**src/rtl/run_controller.sv**
```systemverilog
// Harness sequencer for one processor core. It loads a program image into
// instruction memory while holding the core in reset, releases the core and
// counts cycles until halt or watchdog, then streams a window of data memory
// out over a ready/valid port.
module run_controller #(
  parameter int unsigned WORD      = 32,
  parameter int unsigned ADDR      = 8,
  parameter int unsigned DUMP_BASE = 0,
  parameter int unsigned DUMP_LEN  = 16,
  parameter int unsigned TIMEOUT   = 100000,
  parameter int unsigned CNT_W     = 32
) (
  input  logic             clk,
  input  logic             reset,
  input  logic             start_i,
  input  logic             load_valid_i,
  input  logic [WORD-1:0]  load_data_i,
  input  logic             load_last_i,
  output logic             load_ready_o,
  output logic [ADDR-1:0]  imem_addr_o,
  output logic [WORD-1:0]  imem_data_o,
  output logic             imem_write_o,
  output logic             core_reset_o,
  output logic             core_stall_o,
  input  logic             hlt_i,
  output logic [ADDR-1:0]  dmem_addr_o,
  input  logic [WORD-1:0]  dmem_data_i,
  output logic             dump_valid_o,
  output logic [WORD-1:0]  dump_data_o,
  output logic [ADDR-1:0]  dump_addr_o,
  input  logic             dump_ready_i,
  output logic             busy_o,
  output logic             done_o,
  output logic             timeout_o,
  output logic [CNT_W-1:0] cycles_o
);

  // Dump index is one bit wider than an address so DUMP_LEN = 2^ADDR fits.
  localparam int unsigned KW = ADDR + 1;
  localparam logic [ADDR-1:0]  BaseAddr   = ADDR'(DUMP_BASE);
  localparam logic [KW-1:0]    LastIdx    = KW'(DUMP_LEN - 1);
  localparam logic [CNT_W-1:0] TimeoutCnt = CNT_W'(TIMEOUT);

  typedef enum logic [2:0] {
    StIdle, StLoad, StRun, StDumpAddr, StDumpWait, StDumpOut, StDone
  } state_e;

  state_e           r_state, w_state_d;
  logic [ADDR-1:0]  r_load_addr, w_load_addr_d;
  logic [CNT_W-1:0] r_cycles, w_cycles_d;
  logic             r_timeout, w_timeout_d;
  logic [KW-1:0]    r_k, w_k_d;
  logic [WORD-1:0]  r_dump_data, w_dump_data_d;
  logic [ADDR-1:0]  r_dump_addr, w_dump_addr_d;

  logic             w_load_accept;
  logic             w_addr_max;
  logic [ADDR-1:0]  w_dmem_addr;
  logic [CNT_W-1:0] w_cycles_inc;

  assign w_load_accept = (r_state == StLoad) && load_valid_i;
  assign w_addr_max    = &r_load_addr;
  // Truncation to ADDR bits gives the wrap at the top of data memory.
  assign w_dmem_addr   = BaseAddr + r_k[ADDR-1:0];
  assign w_cycles_inc  = (&r_cycles) ? r_cycles : r_cycles + 1'b1;

  // Next-state and datapath updates for the sequencer.
  always_comb begin
    w_state_d     = r_state;
    w_load_addr_d = r_load_addr;
    w_cycles_d    = r_cycles;
    w_timeout_d   = r_timeout;
    w_k_d         = r_k;
    w_dump_data_d = r_dump_data;
    w_dump_addr_d = r_dump_addr;
    case (r_state)
      StIdle, StDone: begin
        if (start_i) begin
          w_state_d     = StLoad;
          w_load_addr_d = '0;
          w_cycles_d    = '0;
          w_timeout_d   = 1'b0;
          w_k_d         = '0;
        end
      end
      StLoad: begin
        if (w_load_accept) begin
          // The last address is written once and never wraps back to zero.
          if (!w_addr_max) w_load_addr_d = r_load_addr + 1'b1;
          if (load_last_i || w_addr_max) w_state_d = StRun;
        end
      end
      StRun: begin
        w_cycles_d = w_cycles_inc;
        if (hlt_i) begin
          w_state_d = StDumpAddr;
        end else if (w_cycles_inc >= TimeoutCnt) begin
          w_timeout_d = 1'b1;
          w_state_d   = StDumpAddr;
        end
      end
      StDumpAddr: w_state_d = StDumpWait;
      StDumpWait: begin
        w_dump_data_d = dmem_data_i;
        w_dump_addr_d = w_dmem_addr;
        w_state_d     = StDumpOut;
      end
      StDumpOut: begin
        if (dump_ready_i) begin
          if (r_k == LastIdx) begin
            w_state_d = StDone;
          end else begin
            w_k_d     = r_k + 1'b1;
            w_state_d = StDumpAddr;
          end
        end
      end
      default: w_state_d = StIdle;
    endcase
  end

  // State and datapath registers with synchronous reset.
  always_ff @(posedge clk) begin
    if (reset) begin
      r_state     <= StIdle;
      r_load_addr <= '0;
      r_cycles    <= '0;
      r_timeout   <= 1'b0;
      r_k         <= '0;
      r_dump_data <= '0;
      r_dump_addr <= '0;
    end else begin
      r_state     <= w_state_d;
      r_load_addr <= w_load_addr_d;
      r_cycles    <= w_cycles_d;
      r_timeout   <= w_timeout_d;
      r_k         <= w_k_d;
      r_dump_data <= w_dump_data_d;
      r_dump_addr <= w_dump_addr_d;
    end
  end

  assign load_ready_o = (r_state == StLoad);
  assign imem_addr_o  = r_load_addr;
  assign imem_data_o  = load_data_i;
  assign imem_write_o = w_load_accept;
  assign core_reset_o = (r_state != StRun);
  assign core_stall_o = 1'b0;
  assign dmem_addr_o  = w_dmem_addr;
  assign dump_valid_o = (r_state == StDumpOut);
  assign dump_data_o  = r_dump_data;
  assign dump_addr_o  = r_dump_addr;
  assign busy_o       = (r_state != StIdle) && (r_state != StDone);
  assign done_o       = (r_state == StDone);
  assign timeout_o    = r_timeout;
  assign cycles_o     = r_cycles;

endmodule

```
**config.mk**
```make
export PLATFORM = sky130hd
export DESIGN_NAME = run_controller
export DESIGN_NICKNAME = d
export VERILOG_FILES = /design/src/rtl/run_controller.sv
export SDC_FILE = /design/constraint.sdc
export NUM_CORES = 1
export LEC_CHECK = 0
export CORE_MARGIN = 10
export CORE_UTILIZATION = 48
export DETAILED_ROUTE_END_ITERATION = 10
export GPL_TIMING_DRIVEN = 1
export PLACE_DENSITY = 0.87
export SLEW_MARGIN = 40
export SYNTH_ARGS = -nofsm -noshare
export SYNTH_HDL_FRONTEND = slang
export SYNTH_SLANG_ARGS = --single-unit
```
**constraint.sdc**
```tcl
create_clock -name clk -period 5 [get_ports clk]
set_clock_uncertainty 0.15 [all_clocks]
set_input_delay 1 -clock clk [delete_from_list [all_inputs] [get_ports clk]]
set_output_delay 1 -clock clk [all_outputs]
set_load 0.05 [all_outputs]
```
==> metrics.md, run 1 <==
| Metric | Value |
|---|---|
| DP HPWL | 11130 um |
| Worst rel slew slack | 40.39% |
| Maximum capacitance violations | 0 |
| Post-synth cell types | 59 |
| Clk pwr share | 29.3% |
| Largest vdd supply drop | 276.3 uV |
| Layout Area Growth over Synthesis | 24.29% |
| RSZ-0062 raised after global routing | no |
| Ant diodes | 0 |
| GRT overflow | 0 |
| Hold-fix buffers, CTS | 0 |
| Mean Syn Cell Area | 7.544 um2 |
| Post-route DRC violation count | 0 |
| Slew Limit Fails | 0 |
| Overall routed net length | 15500 um |
| Placeable Area | 0.01037 mm2 |
| Number of global-route vias before repair | 4806 |
| Tot GR Track Use | 19.50% |
| Combinational power share | 28.5% |
| CTS tree | built |
| Sink Count | 93 |
| Critical path, cell by cell | nor2b_1, nor2b_1, nand2_1, inv_1, clkdlybuf4s50_1 |
| Final Cycle Share | 72.26% |
| Worst skew pair latency | 0.37 ns |
| Clock Pin Slew Worst Setup and Hold Paths | 0.10 ns |
| Worst-path fanout max | 9 |
| CTS resizes | 0 |
| Die width | 123.4 um |
| Total die area | 0.01522 mm2 |
| IO Port Bufs | 133 |
| Largest net degree at the start of global routing | 74 |
| Vias per Instance | 5.815 |
| Buf/Inv on CP | 2 |
| Crit path from | r_state[0] |
| Final Cell Area | 0.006376 mm2 |
| Fin nets | 815 |
| Drt wl/cell | 17.58 um |
| # IOs | 199 |
| Slowest-stage cell, CP | clkdlybuf4s50_1 |
| Switch Pwr | 0.0007034 W |
| Worst hold start | dump_data_o[23] |
| Final Hold Vio Count | 0 |
| Drt first-iter violations | 547 |
| Register area share after synthesis | 36.29% |
| WP data arrival | 2.46 ns |
| Worst path top cell family by delay | buffers and inverters |
| Reg2reg start | cycles_o[0] |
| Switching fraction of total power | 37.34% |
| First-pass GRT wire length | 24450 um |
| Worst Tran Pin Value | 0.8942 ns |
| Pwr dens | 295.5 mW/mm2 |
| Status | finished, final reports clean |
| Fin Setup TNS | 0 ns |
| Int Pwr | 0.001180 W |
| Antenna violations before repair | 0 |
| Synth Net Count | 754 |
| Post-CTS setup buffer count | 0 |
| Fmax | 276.8 MHz |
| #FFs+latches synth | 93 |
| Setup violations, final | 0 |
| Syn. warnings | 0 |
| Ys flop type | dfxtp_1 |
| Clock root buffer | clkbuf_8 |
| Die H | 123.4 um |
| Post-layout min period | 3.613 ns |
| CP dominant cell by count | nor2b_1 |
| Placed instance area | 0.006165 mm2 |
| Mapped Cells | 680 |
| HP Class | flop to flop |
| CP peak stage delay | 0.80 ns |
| Post-synth EDFFs | 0 |
| Row Count | 37 |
| Via Count | 5129 |
| Fillers | 930 |
| Clk buf depth | 2 |
| Antenna Nets Post-Route | 0 |
| Initial Utilization | 49.47% |
| Router iterations before antenna repair | 7 |
| Layout cells sized above 1 | 5.496% |
| Synthesized area | 0.005130 mm2 |
| Worst setup EP type | primary output |
| Crit Path Class | flop to primary output |
| Num CTS Buffers | 9 |
| GPL Wtd Cong | 0.9205 |
| Async SR Flop Fraction | 0% |
| Critical Path RT | 3.85 ns |
| P_leak | 2.071 nW |
| Htree depth | 3 |
| Crit path launch type | flop |
| Sequential power share | 42.2% |
cell families after synthesis:
| kind of cell | count (synthesis) | share of synthesized area, % |
|---|---|---|
| mux | 4 | 0.8293 |
| simple gates | 302 | 28.78 |
| other cells | 1 | 0.07310 |
| xor+xnor | 20 | 3.414 |
| fa+ha+maj | 3 | 0.7318 |
| compound gates | 156 | 19.02 |
| flops | 93 | 36.29 |
| buf+inv | 101 | 10.85 |
synthesized netlist by cell type, drive strengths merged, types with 2 or more instances:
cell type	n	area share [%]
mux2	2	0.44
nor3	8	0.78
nand3	27	3.1
ha	3	0.73
nand4	17	2.1
xnor2	10	1.7
or4	4	0.80
or2	3	0.37
inv	12	0.88
and4	4	0.68
nor2b	3	0.37
nor2	60	4.4
o211a	4	0.78
o22ai	2	0.37
nor3b	4	0.59
dfxtp	93	36
nor4	15	2.4
xor2	10	1.7
buf	52	7.2
nand2	127	9.3
clkbuf	37	2.8
or3	5	0.61
a211oi	7	1.0
nand3b	2	0.29
o31ai	4	0.59
nand2b	5	0.61
o21a	6	0.88
o21ai	29	2.8
o211ai	2	0.29
and3	12	1.5
and2	3	0.39
a311oi	8	1.4
a31oi	9	1.1
mux2i	2	0.39
a22oi	5	0.73
a21oi	70	6.8
tightest hold or removal path, cell delays in order (launching register included):
cell     delay, ns
dfxtp_1       0.32
nand2_1       0.05
a21oi_1       0.05
per-stage QoR:
step | hold slack (ns) | power, W | setup slack [ns] | utilization [%] | cells
4_1_cts | 0.3113 | 0.001885 | 1.399 | 61.49 | 882
5_1_grt | 0.3307 | 0.001966 | 1.246 | 61.49 | 882
3_3_place_gp | 0.2912 | 0.001326 | 1.428 | 59.45 | 866
6_report | 0.3078 | 0.001884 | 1.387 | 61.49 | 882
2_1_floorplan | 0.3149 | 0.001234 | 1.506 | - | 680
3_5_place_dp | 0.2992 | 0.001341 | 1.411 | 59.45 | 866
cells in the final DEF, fill, tap and decap left out, types with 4 or more instances in the layout:
cell	count
nor3_1	8
dfxtp_1	93
nand3_1	25
xnor2_1	10
a311oi_1	8
and3_1	12
o31ai_1	4
or3_1	5
nor2_1	59
clkbuf_8	9
o21a_1	6
a22oi_1	5
and4_1	4
nor4_1	13
o21ai_0	29
clkdlybuf4s50_1	132
nand2_1	127
a211oi_1	7
nand2b_1	5
o211a_1	4
a21oi_1	70
xor2_1	10
a31oi_1	9
nand4_1	17
inv_1	12
buf_4	6
path summary, 6_finish.rpt:
kind / cells after the start / end / slack (ns)
worst min register to register: 2 / dump_data_o[23] / 0.31
worst max-delay path: 5 / imem_write_o / 1.39
worst min-delay path: 2 / dump_data_o[23] / 0.31
worst max register to register: 10 / r_state[0] / 1.54
power by group through the flow:
stage	combinational [W]	clock, W	sequential [W]
2_1_floorplan	0.000380	0	0.000854
3_3_place_gp	0.000520	0	0.000806
3_5_place_dp	0.000530	0	0.000811
4_1_cts	0.000535	0.000556	0.000794
5_1_grt	0.000581	0.000586	0.000798
6_report	0.000538	0.000552	0.000795
layer usage:
layer / wire [um] / track usage (%)
met5: 0 / 0
met4: 291 / 6.769
met3: 1474 / 6.016
met2: 7454 / 31.69
met1: 6282 / 23.94
layout make-up:
class,instances,area (um2),area share (%)
inverter,12,45.04,0.7064
clock inverter,7,87.58,1.374
multi-input combinational,486,2716,42.60
tap,136,170.2,2.669
timing repair buffer,139,1371,21.51
clock buffer,9,123.9,1.943
sequential,93,1862,29.20
sequential cells by signal (all words and copies together) (netlist names):
signal,count
r_k,9
cycles_o,32
dump_addr_o,8
r_state,3
dump_data_o,32
imem_addr_o,8
timeout_o,1
No activity file was read; power rests on OpenSTA's default activity.
==> inputs of run 2 (changes only) <==
--- a/config.mk
+++ b/config.mk
@@ -6,10 +6,10 @@
 export NUM_CORES = 1
 export LEC_CHECK = 0
 export CORE_MARGIN = 10
-export CORE_UTILIZATION = 48
+export CORE_UTILIZATION = 40
 export DETAILED_ROUTE_END_ITERATION = 10
 export GPL_TIMING_DRIVEN = 1
-export PLACE_DENSITY = 0.87
+export PLACE_DENSITY = 0.77
 export SLEW_MARGIN = 40
 export SYNTH_ARGS = -nofsm -noshare
 export SYNTH_HDL_FRONTEND = slang
==> constraint.sdc (replaced) <==
create_clock -name clk -period 3.1 [get_ports clk]
set_clock_uncertainty 0.15 [all_clocks]
set_input_delay 0.62 -clock clk [delete_from_list [all_inputs] [get_ports clk]]
set_output_delay 0.62 -clock clk [all_outputs]
set_load 0.05 [all_outputs]
==> run 2 against run 1 <==
Effect of this change: register-to-register slack got worse by 1.4 ns; wire length decreased by 2.3%; largest cell class unchanged; total power grew 76%; first-iteration DRC count shrank 20%; non-clock buffer count rose by 40; worst hold slack worse by 0.0052 ns; clock power increased by 110%.
==> metrics.md, run 2 (synthesis gave the netlist of run 1 again) <==
| Metric | Value |
|---|---|
| Row Count | 41 (was 37) |
| Highest-count cells in the layout ignoring fill and taps | clkdlybuf4s50_1 (129), nand2_1 (127), a21oi_1 (70) (was clkdlybuf4s50_1 (132), nand2_1 (127), dfxtp_1 (93)) |
| Final Cycle Share | 96.44% |
| Worst skew pair latency | 0.35 ns (was 0.37 ns) |
| Total die area | 0.01775 mm2 (was 0.01522 mm2) |
| Placeable Area | 0.01257 mm2 (was 0.01037 mm2) |
| Via Count | 5079 (was 5129) |
| Worst rel slew slack | 45.97% (was 40.39%) |
| Htree depth | 3 (unchanged) |
| HP Class | flop to flop (unchanged) |
| Vias per Instance | 5.302 (was 5.815) |
| Maximum capacitance violations | 0 (unchanged) |
| Combinational power share | 27.5% (was 28.5%) |
| P_leak | 2.359 nW (was 2.071 nW) |
| Worst-path fanout max | 5 (was 9) |
| Post-layout min period | 2.990 ns |
| Final Power | 0.003322 W (was 0.001884 W) |
| Sequential power share | 38.3% (was 42.2%) |
| Switch Pwr | 0.001142 W (was 0.0007034 W) |
| Slowest-stage cell, CP | a2111oi_4 (was clkdlybuf4s50_1) |
| Number of global-route vias before repair | 4793 (was 4806) |
| Clk pwr share | 34.2% (was 29.3%) |
| First-pass GRT wire length | 24690 um (was 24450 um) |
| Switching fraction of total power | 34.38% (was 37.34%) |
| Router iterations before antenna repair | 5 (was 7) |
| Antenna violations before repair | 0 (unchanged) |
| Largest vdd supply drop | 424.1 uV (was 276.3 uV) |
| DP HPWL | 11170 um (was 11130 um) |
| Clk buf depth | 2 (unchanged) |
| Layout cells sized above 1 | 15.39% (was 5.496%) |
| Die H | 133.2 um (was 123.4 um) |
| IO Port Bufs | 133 (unchanged) |
| Setup violations, final | 0 (unchanged) |
| Final setup margin | 0.1103 ns (was 1.387 ns) |
| Worst Tran Pin Value | 0.8105 ns (was 0.8942 ns) |
| Placed instance area | 0.006580 mm2 (was 0.006165 mm2) |
| Tot GR Track Use | 16.59% (was 19.50%) |
| Sink Count | 93 (unchanged) |
| Drt wl/cell | 15.81 um (was 17.58 um) |
| Layout Area Growth over Synthesis | 34.80% (was 24.29%) |
| RSZ-0062 raised after global routing | yes (was no) |
| Critical Path RT | 3.19 ns (was 3.85 ns) |
| Fin nets | 855 (was 815) |
| Fin cells | 958 (was 882) |
| Overall routed net length | 15150 um (was 15500 um) |
| Largest net degree at the start of global routing | 74 (unchanged) |
| Final Hold Vio Count | 0 (unchanged) |
| Crit path launch type | flop (unchanged) |
| DP Worst Slack | 0.07915 ns (was 1.411 ns) |
| Final Cell Area | 0.006915 mm2 (was 0.006376 mm2) |
| CP peak stage delay | 0.40 ns (was 0.80 ns) |
| Post-route DRC violation count | 0 (unchanged) |
| Ant diodes | 0 (unchanged) |
| Placed insts | 941 (was 866) |
| Drt first-iter violations | 440 (was 547) |
| Initial Utilization | 40.82% (was 49.47%) |
| GPL Wtd Cong | 0.9263 (was 0.9205) |
| CP dominant cell by count | o211a_1 (was nor2b_1) |
| Die width | 133.2 um (was 123.4 um) |
| Critical path, cell by cell | ha_2, nand3_2, buf_4, nor4_4, and3_4, nor3b_2, or3_1, a2111oi_4, o211a_1, nor2_1, o211a_1 (was nor2b_1, nor2b_1, nand2_1, inv_1, clkdlybuf4s50_1) |
| CTS tree | built (unchanged) |
| GRT overflow | 0 (unchanged) |
| Clock root buffer | clkbuf_16 (was clkbuf_8) |
| Int Pwr | 0.002180 W (was 0.001180 W) |
| Num CTS Buffers | 9 (unchanged) |
| Most common cell after layout, fill and taps aside | clkdlybuf4s50_1 (unchanged) |
| Clock Pin Slew Worst Setup and Hold Paths | 0.07 ns (was 0.10 ns) |
| WP data arrival | 3.08 ns (was 2.46 ns) |
| Crit Path Class | flop to flop (was flop to primary output) |
| Hold Slack | 0.3026 ns (was 0.3078 ns) |
| Slew Limit Fails | 0 (unchanged) |
| Status | finished, final reports clean (unchanged) |
| Antenna Nets Post-Route | 0 (unchanged) |
| Worst setup EP type | flop (was primary output) |
| Pwr dens | 480.4 mW/mm2 (was 295.5 mW/mm2) |
| # IOs | 199 (unchanged) |
| Fmax | 334.5 MHz |
[run 2: changes by cell type in the layout (fill, tap and decap cells not counted), sizes merged]
cell and change:
clkdlybuf4s50 -3, bufinv -1, clkbuf +2, dlymetal6s2s +1, clkinv -1, buf +42
[run 2: final timing paths]
kind | to | slack, ns | start | depth (start not counted)
worst max register to register | r_state[0] | 0.11 | cycles_o[0] | 11
worst min-delay path | dump_data_o[25] | 0.30 | dump_data_o[25] | 2
worst max-delay path | r_state[0] | 0.11 | cycles_o[0] | 11
worst min register to register | dump_data_o[25] | 0.30 | dump_data_o[25] | 2
[run 2: critical path: cells and delay by family (launching register included)]
kind	cells	cell delay, ns
buffers and inverters	1	0.17
AO/OA/AOI/OAI	3	0.86
AND/OR/NAND/NOR	6	1.16
flip-flops	1	0.34
adder cells (fa/ha/maj)	1	0.20
[run 2: stage by stage]
stage | utilization (%) | TNS [ns]
finish | 55.02 | 0
global route | 55.02 | -0.02222
CTS | 54.80 | 0
detailed placement | 52.35 | 0
global placement | 52.35 | 0
floorplan | - | 0
[run 2: power groups by stage]
stage	clock, W	sequential (W)	combinational [W]
finish	0.00114	0.00127	0.000914
global route	0.00123	0.00128	0.000997
CTS	0.00117	0.00127	0.000916
detailed placement	0	0.00130	0.000913
global placement	0	0.00130	0.000912
floorplan	0	0.00138	0.000613
[run 2: cell type report]
class | count | area (um2)
repair buffers | 179 | 1694
well taps | 172 | 215.2
clock buffers | 11 | 264.0
fillers | 1157 | 5653
flip-flops and latches | 93 | 1912
clock inverters | 5 | 43.79
inverters | 12 | 45.04
multi-input cells | 486 | 2741
[run 2: layer usage]
| metal | vias up | GRT usage, % | part of all wire (%) |
|---|---|---|---|
| met5 | - | 0 | 0 |
| met1 | 2348 | 20.98 | 45 |
| met2 | 153 | 25.61 | 45 |
| li1 | 2554 | - | - |
| met3 | 24 | 5.226 | 7.8 |
| met4 | 0 | 6.651 | 2.5 |
[run 2: timing repair]
action                                  4_1_cts  5_1_grt
setup buffers                                 0        1
endpoints found under the setup margin        0        5
gates resized for setup                       0        6
hold buffers                                  0        0
